File: config.mk
export PLATFORM = sky130hd
export DESIGN_NAME = maquina_maluca_multi
export DESIGN_NICKNAME = d
export VERILOG_FILES = /design/src/rtl/maquina_maluca_multi.sv
export SDC_FILE = /design/constraint.sdc
export NUM_CORES = 1
export LEC_CHECK = 0
export ABC_AREA = 0
export CAP_MARGIN = 20
export CORE_MARGIN = 1.5
export CORE_UTILIZATION = 52
export CTS_CLUSTER_DIAMETER = 60
export CTS_CLUSTER_SIZE = 8
export DETAILED_ROUTE_END_ITERATION = 16
export PLACE_DENSITY = 0.91
export SETUP_SLACK_MARGIN = 0.15
export SLEW_MARGIN = 20
export SYNTH_ARGS = -nofsm -noshare
export SYNTH_HDL_FRONTEND = slang
export SYNTH_SLANG_ARGS = --single-unit
File: constraint.sdc
create_clock -name clk -period 2.7 [get_ports clk]
set_input_delay 0.54 -clock clk [delete_from_list [all_inputs] [get_ports clk]]
set_output_delay 0.54 -clock clk [all_outputs]
set_load 0.02 [all_outputs]
File: src/rtl/maquina_maluca_multi.sv
// rtl/maquina_maluca_multi.sv - multi-cup coffee machine FSM with reservoir tracking
//
// Brews `cups` cups per run, refilling the reservoir only when it reads empty.
// Stage durations are parameters; `state` keeps the legacy 4-bit codes.
//
// Ports:
//   clk          system clock, rising edge
//   rst          synchronous active-high reset
//   start        begin a run (sampled only in IDLE, ignored when cups == 0)
//   cups         number of cups to brew, latched with start
//   abort        return to IDLE from any busy state without completing
//   state        current state code (1..9)
//   busy         high whenever state != IDLE
//   cups_done    cups completed in the current or last run
//   water_level  cups of water left in the reservoir
//   done         one-cycle pulse on the first IDLE cycle after a normal completion
module maquina_maluca_multi #(
  parameter int CUPS_W          = 4,
  parameter int LEVEL_W         = 4,
  parameter int WATER_CAP       = 1,
  parameter int ENCHER_CYCLES   = 1,
  parameter int MOER_CYCLES     = 1,
  parameter int EXTRACAO_CYCLES = 1
) (
  input  logic              clk,
  input  logic              rst,
  input  logic              start,
  input  logic [CUPS_W-1:0] cups,
  input  logic              abort,
  output logic [3:0]        state,
  output logic              busy,
  output logic [CUPS_W-1:0] cups_done,
  output logic [LEVEL_W-1:0] water_level,
  output logic              done
);

  typedef enum logic [3:0] {
    IDLE                = 4'd1,
    LIGAR_MAQUINA       = 4'd2,
    VERIFICAR_AGUA      = 4'd3,
    ENCHER_RESERVATORIO = 4'd4,
    MOER_CAFE           = 4'd5,
    COLOCAR_NO_FILTRO   = 4'd6,
    PASSAR_AGITADOR     = 4'd7,
    TAMPEAR             = 4'd8,
    REALIZAR_EXTRACAO   = 4'd9
  } state_t;

  localparam int MAX_EM  = (ENCHER_CYCLES > MOER_CYCLES) ? ENCHER_CYCLES : MOER_CYCLES;
  localparam int MAX_CYC = (MAX_EM > EXTRACAO_CYCLES) ? MAX_EM : EXTRACAO_CYCLES;
  localparam int TMR_W   = (MAX_CYC > 1) ? $clog2(MAX_CYC) : 1;

  // Timer counts cycles already spent in the current state; a stage exits on its last count.
  localparam logic [TMR_W-1:0] ENCHER_LAST   = TMR_W'(ENCHER_CYCLES - 1);
  localparam logic [TMR_W-1:0] MOER_LAST     = TMR_W'(MOER_CYCLES - 1);
  localparam logic [TMR_W-1:0] EXTRACAO_LAST = TMR_W'(EXTRACAO_CYCLES - 1);

  state_t              state_q, state_d;
  logic [TMR_W-1:0]    timer_q, timer_d;
  logic [CUPS_W-1:0]   target_q, target_d;
  logic [CUPS_W-1:0]   cups_done_q, cups_done_d;
  logic [LEVEL_W-1:0]  level_q, level_d;
  logic                done_q, done_d;
  logic                stage_last;

  always_comb begin
    stage_last = 1'b1;
    case (state_q)
      ENCHER_RESERVATORIO: stage_last = (timer_q == ENCHER_LAST);
      MOER_CAFE:           stage_last = (timer_q == MOER_LAST);
      REALIZAR_EXTRACAO:   stage_last = (timer_q == EXTRACAO_LAST);
      default:             stage_last = 1'b1;
    endcase
  end

  always_comb begin
    state_d     = state_q;
    timer_d     = '0;
    target_d    = target_q;
    cups_done_d = cups_done_q;
    level_d     = level_q;
    done_d      = 1'b0;

    // Abort drops the run in place: an unfinished refill or extraction leaves no trace.
    if (state_q != IDLE && abort) begin
      state_d = IDLE;
    end else begin
      case (state_q)
        IDLE: begin
          if (start && cups != '0) begin
            target_d    = cups;
            cups_done_d = '0;
            state_d     = LIGAR_MAQUINA;
          end
        end
        LIGAR_MAQUINA:  state_d = VERIFICAR_AGUA;
        VERIFICAR_AGUA: state_d = (level_q == '0) ? ENCHER_RESERVATORIO : MOER_CAFE;
        ENCHER_RESERVATORIO: begin
          if (stage_last) begin
            level_d = LEVEL_W'(WATER_CAP);
            state_d = VERIFICAR_AGUA;
          end
        end
        MOER_CAFE: begin
          if (stage_last) state_d = COLOCAR_NO_FILTRO;
        end
        COLOCAR_NO_FILTRO: state_d = PASSAR_AGITADOR;
        PASSAR_AGITADOR:   state_d = TAMPEAR;
        TAMPEAR:           state_d = REALIZAR_EXTRACAO;
        REALIZAR_EXTRACAO: begin
          if (stage_last) begin
            level_d     = level_q - 1'b1;
            cups_done_d = cups_done_q + 1'b1;
            if (cups_done_d == target_q) begin
              state_d = IDLE;
              done_d  = 1'b1;
            end else begin
              state_d = VERIFICAR_AGUA;
            end
          end
        end
        default: state_d = IDLE;
      endcase
      // Reload on every entry (including re-entry of VERIFICAR_AGUA after a refill).
      if (state_d == state_q && state_q != IDLE) begin
        timer_d = timer_q + 1'b1;
      end
    end
  end

  always_ff @(posedge clk) begin
    if (rst) begin
      state_q     <= IDLE;
      timer_q     <= '0;
      target_q    <= '0;
      cups_done_q <= '0;
      level_q     <= '0;
      done_q      <= 1'b0;
    end else begin
      state_q     <= state_d;
      timer_q     <= timer_d;
      target_q    <= target_d;
      cups_done_q <= cups_done_d;
      level_q     <= level_d;
      done_q      <= done_d;
    end
  end

  assign state       = state_q;
  assign busy        = (state_q != IDLE);
  assign cups_done   = cups_done_q;
  assign water_level = level_q;
  assign done        = done_q;

endmodule

# Word-level counts from Yosys, hierarchy flattened
# Index checks and enable logic that the tools add are counted.
# op_classes
addsub	3
eq_ne	15
mux	16
n_bitwise	5
reduce_logical	14
# ops
op	count
2-to-1 mux 4 bit	9
one-hot mux 4 bit (9 select lines)	1
equality test 4 x 3 -> 1 bit, second input constant	4
one-hot mux 4 bit (2 select lines)	2
equality test 4 x 2 -> 1 bit, second input constant	2
equality test 4 bit	2
equality test 4 bit, second input constant	2
AND reduction 4 bit	2
!= test 2 bit, second input constant	3
OR reduction 3 bit	2
inverter 1 bit	5
adder 4 x 1 -> 4 bit, second input constant	1
equality test 4 x 1 -> 1 bit, second input constant	1
zero test 4 bit	1
!= test 4 x 1 -> 1 bit, second input constant	1
nonzero test 2 bit	2
nonzero test 4 bit	1
OR reduction 4 bit	1
subtractor 4 x 1 -> 4 bit, second input constant	1
logical AND 1 bit	3
2-to-1 mux 1 bit	3
AND reduction 3 bit	1
2-to-1 mux 2 bit	1
OR reduction 2 bit	1
adder 1 bit, second input constant	1
# totals
regBits	18
inputBits	8
out_inout_bits	14
word_cells	59

# Depth between registers and ports, before layout
# Gate-level depths: netlist (run 1).
# depth
depth_word	10
ltp_mapped	6
depth_no_buf	5

# Least setup slack after synthesis (run 1)
# Ideal clock, no wire load.
# synth_timing
path_kind	register to register
from	register state_q[0] (netlist: state[0])
to	register state_q[0] (netlist: state[0])
setup_ns	0.134
arrival_ns	1.676
required_ns	2.566
slack_ns	0.890
stages_incl_launch_ff	6
n_path_buf	1
period_less_slack_ns	1.810
path_cell_list	dfxtp_1 > buf_6 > inv_4 > o31a_1 > or3_1 > or4_1
# synth_between
elab_chain_len	6
elab_cells_between_ends	20
classes_between	eq/ne: 10; mux: 7; reduce/logical: 3
# synth_lines
element	line_no	rtl
from (decl)	58	state_t state_q, state_d;
from (signal assigned)	140	state_q <= state_d;
equality test 4 bit / equality test 4 x 3 -> 1 bit (equally long branches)	68, 88	
OR reduction 3 bit (no line)	--	
2-to-1 mux 1 bit	--	
2-to-1 mux 4 bit, on equally long branches	111, 105, 99	
one-hot mux 4 bit (9 select lines)	88	case (state_q)
2-to-1 mux 4 bit	85	if (state_q != IDLE && abort) begin
# Parallel ways exist; a longest one is shown, timed or not. The select of a mux whose other input is x is not followed.
# A chain may end at the register's enable or synchronous reset.

# Worst setup path in the final report (run 1)
# layout_timing
from	register state_q[2] (netlist: state[2])
to	output port busy
# layout_between
elab_chain_len	1
# layout_lines
element	line_no	rtl
!= test 4 x 1 -> 1 bit	150	assign busy = (state_q != IDLE);
to (decl)	31	output logic busy,
# Every way passes these cells.

==> results of run 1 <==
## layout make-up
cell class	count	share of cell area [%]
Timing Repair Buffer	24	18.6
Multi-Input combinational cell	83	46.1
Inverter	3	1.10
Sequential cell	18	28.8
Tap cell	25	2.50
Clock buffer	4	2.89
## cell families (layout without fill, tap and decap cells)
logic type	count (synthesis)	in the layout	share of synthesized area, %
flip-flops	18	18	36.5
multiplexers	2	2	2.15
XOR/XNOR	9	9	7.98
adder cells (fa/ha/maj)	3	3	3.80
other	1	1	0.380
buffers and inverters	9	31	4.94
AO/OA/AOI/OAI	30	30	23.1
AND/OR/NAND/NOR	38	38	21.2
## path summary, 6_finish.rpt
path / end / start / slack [ps]
hold reg to reg: water_level[0] / water_level[0] / 500
setup reg to reg: cups_done[1] / state[2] / 960
hold / removal: water_level[0] / water_level[0] / 500
setup / recovery: busy / state[2] / 260
## worst max-delay path, cell delays in order, from the launching register on
cell and delay [ps]:
dfxtp_1 430, or4b_1 590, clkdlybuf4s50_1 570
## per-layer routing
metal | track usage, % | vias to the layer above
li1 | - | 441
met4 | 7.43 | 0
met3 | 9.41 | 4
met2 | 38.1 | 19
met1 | 25.5 | 411
met5 | 0 | -
## cell usage after synthesis (2+ instances only)
cell	count	area [um2]
a21oi_1	10	50.1
clkbuf_1	3	11.3
dfxtp_1	18	360
ha_1	3	37.5
inv_1	2	7.51
nand2_1	10	37.5
nor2_1	7	26.3
nor3_1	5	25.0
nor3b_1	2	15.0
o211ai_1	3	22.5
o21ai_0	2	10.0
o21ai_1	3	15.0
xnor2_1	4	35.0
xor2_1	5	43.8
## flip-flops by register name, summed over array words and instances (netlist names)
register	cells
cups_done	4
state	4
target_q	4
water_level	4
done	1
timer_q	1
## stage by stage
| step | hold WS [ps] | setup WS (ps) | util (%) | total power, uW |
|---|---|---|---|---|
| final | 496 | 265 | 71.8 | 660 |
| after global routing | 523 | 205 | 71.8 | 696 |
| after CTS | 498 | 195 | 71.8 | 665 |
| after detailed placement | 481 | 476 | 69.7 | 493 |
| after global placement | 478 | 577 | 69.7 | 488 |
| after floorplan | 466 | 890 | - | 434 |
## power by group
| group | switching (uW) | total (uW) | internal, uW |
|---|---|---|---|
| registers | 30.8 | 314 | 283 |
| logic | 88.4 | 177 | 88.6 |
| clock network | 86.9 | 169 | 82.4 |
==> summary.txt, run 1 <==
Route
  • Drt first pass iters: 2
  • Antenna-violating nets left: 0
  • DR top layer: met4
  • Vias: 875
  • DR WL/cell: 13.5 um
  • DR vias/cell: 5.57
  • DR DRC count: 0
  • Starting DRT DRC Count: 6
  • WL final: 2.12 mm
  • Met3 wire length: 114 um
  • Met1 wire length: 941 um
  • WL met2: 1.03 mm

Placed design
  • Port Buffers: 21
  • Placed cells: 153
  • Placed Area: 1220 um2
  • Routability cong.: 0.819
  • Detailed Place HPWL: 1.54 mm

Global routing
  • Largest net degree at the start of global routing: 16
  • Total grt overflow: 0
  • Global-route wire length before repair: 3.42 mm
  • Initial antenna violation count: 0
  • GRT Resource Usage Total: 22.6%
  • Vias in the first global route: 825

Cells and area
  • Post-route cell area: 1250 um2
  • Fill cell count: 148
  • Seq. cell area: 362 um2
  • Ant diodes: 0
  • Multi-input logic area: 578 um2
  • P&R area growth vs syn: 27.0%
  • Most frequent cells in the layout: clkdlybuf4s50_1, dfxtp_1, nand2_1, a21oi_1, nor2_1
  • Commonest non-fill, non-tap cell in the layout: clkdlybuf4s50_1
  • Nets: 144
  • Finished Layout Cells: 157
  • Share of post-route cells with drive strength above 1: 11.4%

Synth
  • Syn_nets: 121
  • FFs w/ async S/R, synth: 0%
  • Synthesized flop and latch total: 18
  • Number of synthesized flops with an enable pin: 0
  • Post-Synthesis Cells: 110
  • Syn Area/Cell: 8.97 um2
  • Sequential area share after synthesis: 36.5%
  • Synthesized area: 987 um2
  • YS warnings: 0
  • Post-synth top flop: dfxtp_1
  • Yosys cell types: 47

Clocking
  • PostCTS Resize Cnt: 0
  • Clk Tree Root Cell: clkbuf_4
  • CTS buffer count: 3
  • Post-CTS Hold Buffers: 0
  • CTS Sinks: 18
  • Worst-skew pair later-pin latency: 300 ps
  • Max clock buf depth: 2
  • CTS tree: yes
  • Clock transition at the registers of the reported paths: 100 ps
  • # Post-CTS Setup Buffers: 0
  • # H-tree levels: 1

Power
  • IR drop worst, VDD: 0.368 mV
  • P_leak: 0.000461 uW
  • PD cells: 526 nW/um2

STA
  • Min cycle time layout: 2440 ps
  • Final hold violation count: 0
  • RSZ-0062 raised after global routing: false
  • Relative slew slack: 64.7%
  • Setup TNS: 0 ps
  • Clk_skew: 2.69 ps
  • Period utilization: 90.2%
  • Slew Limit Fails: 0
  • Final setup violation count: 0
  • Highest Clock Rate: 0.411 GHz
  • Worst-Margin Slew: 528 ps

Hold path
  • Worst hold-check path type: flop to flop
  • Hold Crit Depth: 2

Run
  • Maxcap violations: 0

Critical path
  • Nature of the critical path endpoint: primary output
  • Startpoint Class: flop
  • Crit-path max FO: 12
  • Reg2reg path depth: 5
  • Crit path DAT: 1900 ps
  • Crit Path Class: flop to primary output
  • Worst Path Required: 2160 ps

Status
  • Status: finished, final reports clean

Die
  • Core Area: 1750 um2
  • Area of the die: 2170 um2
  • Die height: 46.6 um
  • Starting Density: 56.6%
  • # IOs: 22
  • FP Rows: 15
  • Die width: 46.6 um
Power figures use the tool's default switching activity.
==> run 2: changes to the inputs <==
- CORE_UTILIZATION: 52 -> 60
- DONT_BUFFER_PORTS: not set -> 1
- PLACE_DENSITY: 0.91 -> 0.85
==> summary.txt, run 2 (synthesis results as in run 1) <==
Route
  • DR vias/cell: 6.53
  • DR DRC count: 0
  • Antenna-violating nets left: 0
  • Vias: 810
  • Starting DRT DRC Count: 16
  • Drt first pass iters: 4
  • DR WL/cell: 16.7 um
  • WL final: 2.07 mm

Cells and area
  • Finished Layout Cells: 124
  • P&R area growth vs syn: 2.15%
  • Nets: 120
  • Commonest non-fill, non-tap cell in the layout: dfxtp_1
  • Most frequent cells in the layout: dfxtp_1, nand2_1, a21oi_1
  • Share of post-route cells with drive strength above 1: 10.2%
  • Ant diodes: 0

Power
  • P_leak: 0.000370 uW
  • IR drop worst, VDD: 0.271 mV
  • PD cells: 601 nW/um2

STA
  • Slew Limit Fails: 0
  • Final hold violation count: 0
  • Period utilization: 83.8%
  • Setup TNS: 0 ps
  • Clk_skew: 2.32 ps
  • Worst-Margin Slew: 585 ps
  • Highest Clock Rate: 0.442 GHz
  • Final setup violation count: 0
  • Relative slew slack: 60.9%
  • RSZ-0062 raised after global routing: false
  • Min cycle time layout: 2260 ps
  • Final worst setup slack: 438 ps

Critical path
  • R2r setup slk: 670 ps
  • CP Cell Sequence: or4b_1
  • Slowest-stage cell, CP: or4b_1
  • Nature of the critical path endpoint: primary output
  • Startpoint Class: flop
  • Top delay family on crit path: simple AND/OR/NAND/NOR gates
  • Worst path max stage delay: 760 ps
  • Crit Path Class: flop to primary output
  • Buf/Inv on CP: 0
  • Reg-to-Reg Start: state[0]
  • Crit path DAT: 1720 ps
  • Critical R2R Capture: cups_done[1]
  • Worst path depth: 1
  • Crit-path max FO: 11
  • Worst Path Required: 2160 ps
  • Reg2reg path depth: 4

Hold path
  • Hold Startpoint: rst
  • Hold Crit Depth: 1
  • Worst hold-check path type: input port to flop
  • Min-Delay Endpoint: target_q[3]

Die
  • Die width: 43.6 um
  • Die height: 43.6 um
  • FP Rows: 14
  • Area of the die: 1900 um2
  • Starting Density: 64.8%
  • # IOs: 22
  • Core Area: 1520 um2

Placed design
  • Detailed Place HPWL: 1.57 mm
  • Placement Setup Slack: 685 ps
  • Placed cells: 120
  • Port Buffers: 0
  • Routability cong.: 0.748

Clocking
  • CTS Sinks: 18
  • Clock transition at the registers of the reported paths: 100 ps
  • CTS buffer count: 3
  • PostCTS Resize Cnt: 0
  • Post-CTS Hold Buffers: 0
  • # Post-CTS Setup Buffers: 0
  • Clk Tree Root Cell: clkbuf_4
  • CTS tree: yes
  • # H-tree levels: 1
  • Max clock buf depth: 2
  • Worst-skew pair later-pin latency: 300 ps

Global routing
  • Total grt overflow: 0
  • Vias in the first global route: 791
  • Initial antenna violation count: 0
  • Global-route wire length before repair: 3.55 mm
  • GRT Resource Usage Total: 25.7%
  • Largest net degree at the start of global routing: 17

Run
  • Maxcap violations: 0

Status
  • Status: finished, final reports clean
[run 2: cell count changes in the layout (fill, tap and decap cells not counted), sizes merged]
cell and delta:
buf -3, clkdlybuf4s50 -21
[run 2: worst reg2reg max path: stages, from the launching register on]
cell and delay [ps]:
dfxtp_1 670, or4b_1 760, nor2_2 300, nand3b_1 140, a21oi_1 70
[run 2: layer usage]
metal	part of all wire, %	track usage (%)	wire, um	vias up
li1	-	-	-	391
met1	42	30.5	868	376
met2	49	40.3	1010	35
met3	6.4	8.33	133	8
met4	2.8	15.2	57	0
met5	0	0	0	-
[run 2: layout make-up]
type | count | area (um2)
inverters | 3 | 13.8
well taps | 16 | 20.0
multi-input cells | 83 | 578
fillers | 131 | 515
clock buffers | 4 | 36.3
flip-flops and latches | 18 | 360
[run 2: stage by stage]
step | total power (uW) | cell area, um2 | hold WS, ps | utilization (%)
3_3_place_gp | 435 | 972 | 477 | 63.8
3_5_place_dp | 443 | 972 | 501 | 63.8
6_report | 606 | 1010 | 293 | 66.2
5_1_grt | 638 | 1010 | 274 | 66.2
4_1_cts | 608 | 1010 | 288 | 66.2
2_1_floorplan | 434 | 987 | 466 | -
[run 2: how the worst max path moves through the flow]
stage               startpoint            to
global placement      state[0]  cups_done[2]
global route          state[0]          busy
finish                state[0]          busy
floorplan             state[0]      state[0]
detailed placement    state[0]  cups_done[1]
CTS                   state[0]          busy
[run 2: report_power, final]
group / switching [uW] / total (uW) / leakage [uW] / internal (uW)
clock network: 84.8 / 167 / 0.0000210 / 82.4
registers: 44.0 / 326 / 0.000146 / 282
logic: 64.5 / 113 / 0.000202 / 48.0
total: 193 / 606 / 0.000370 / 412
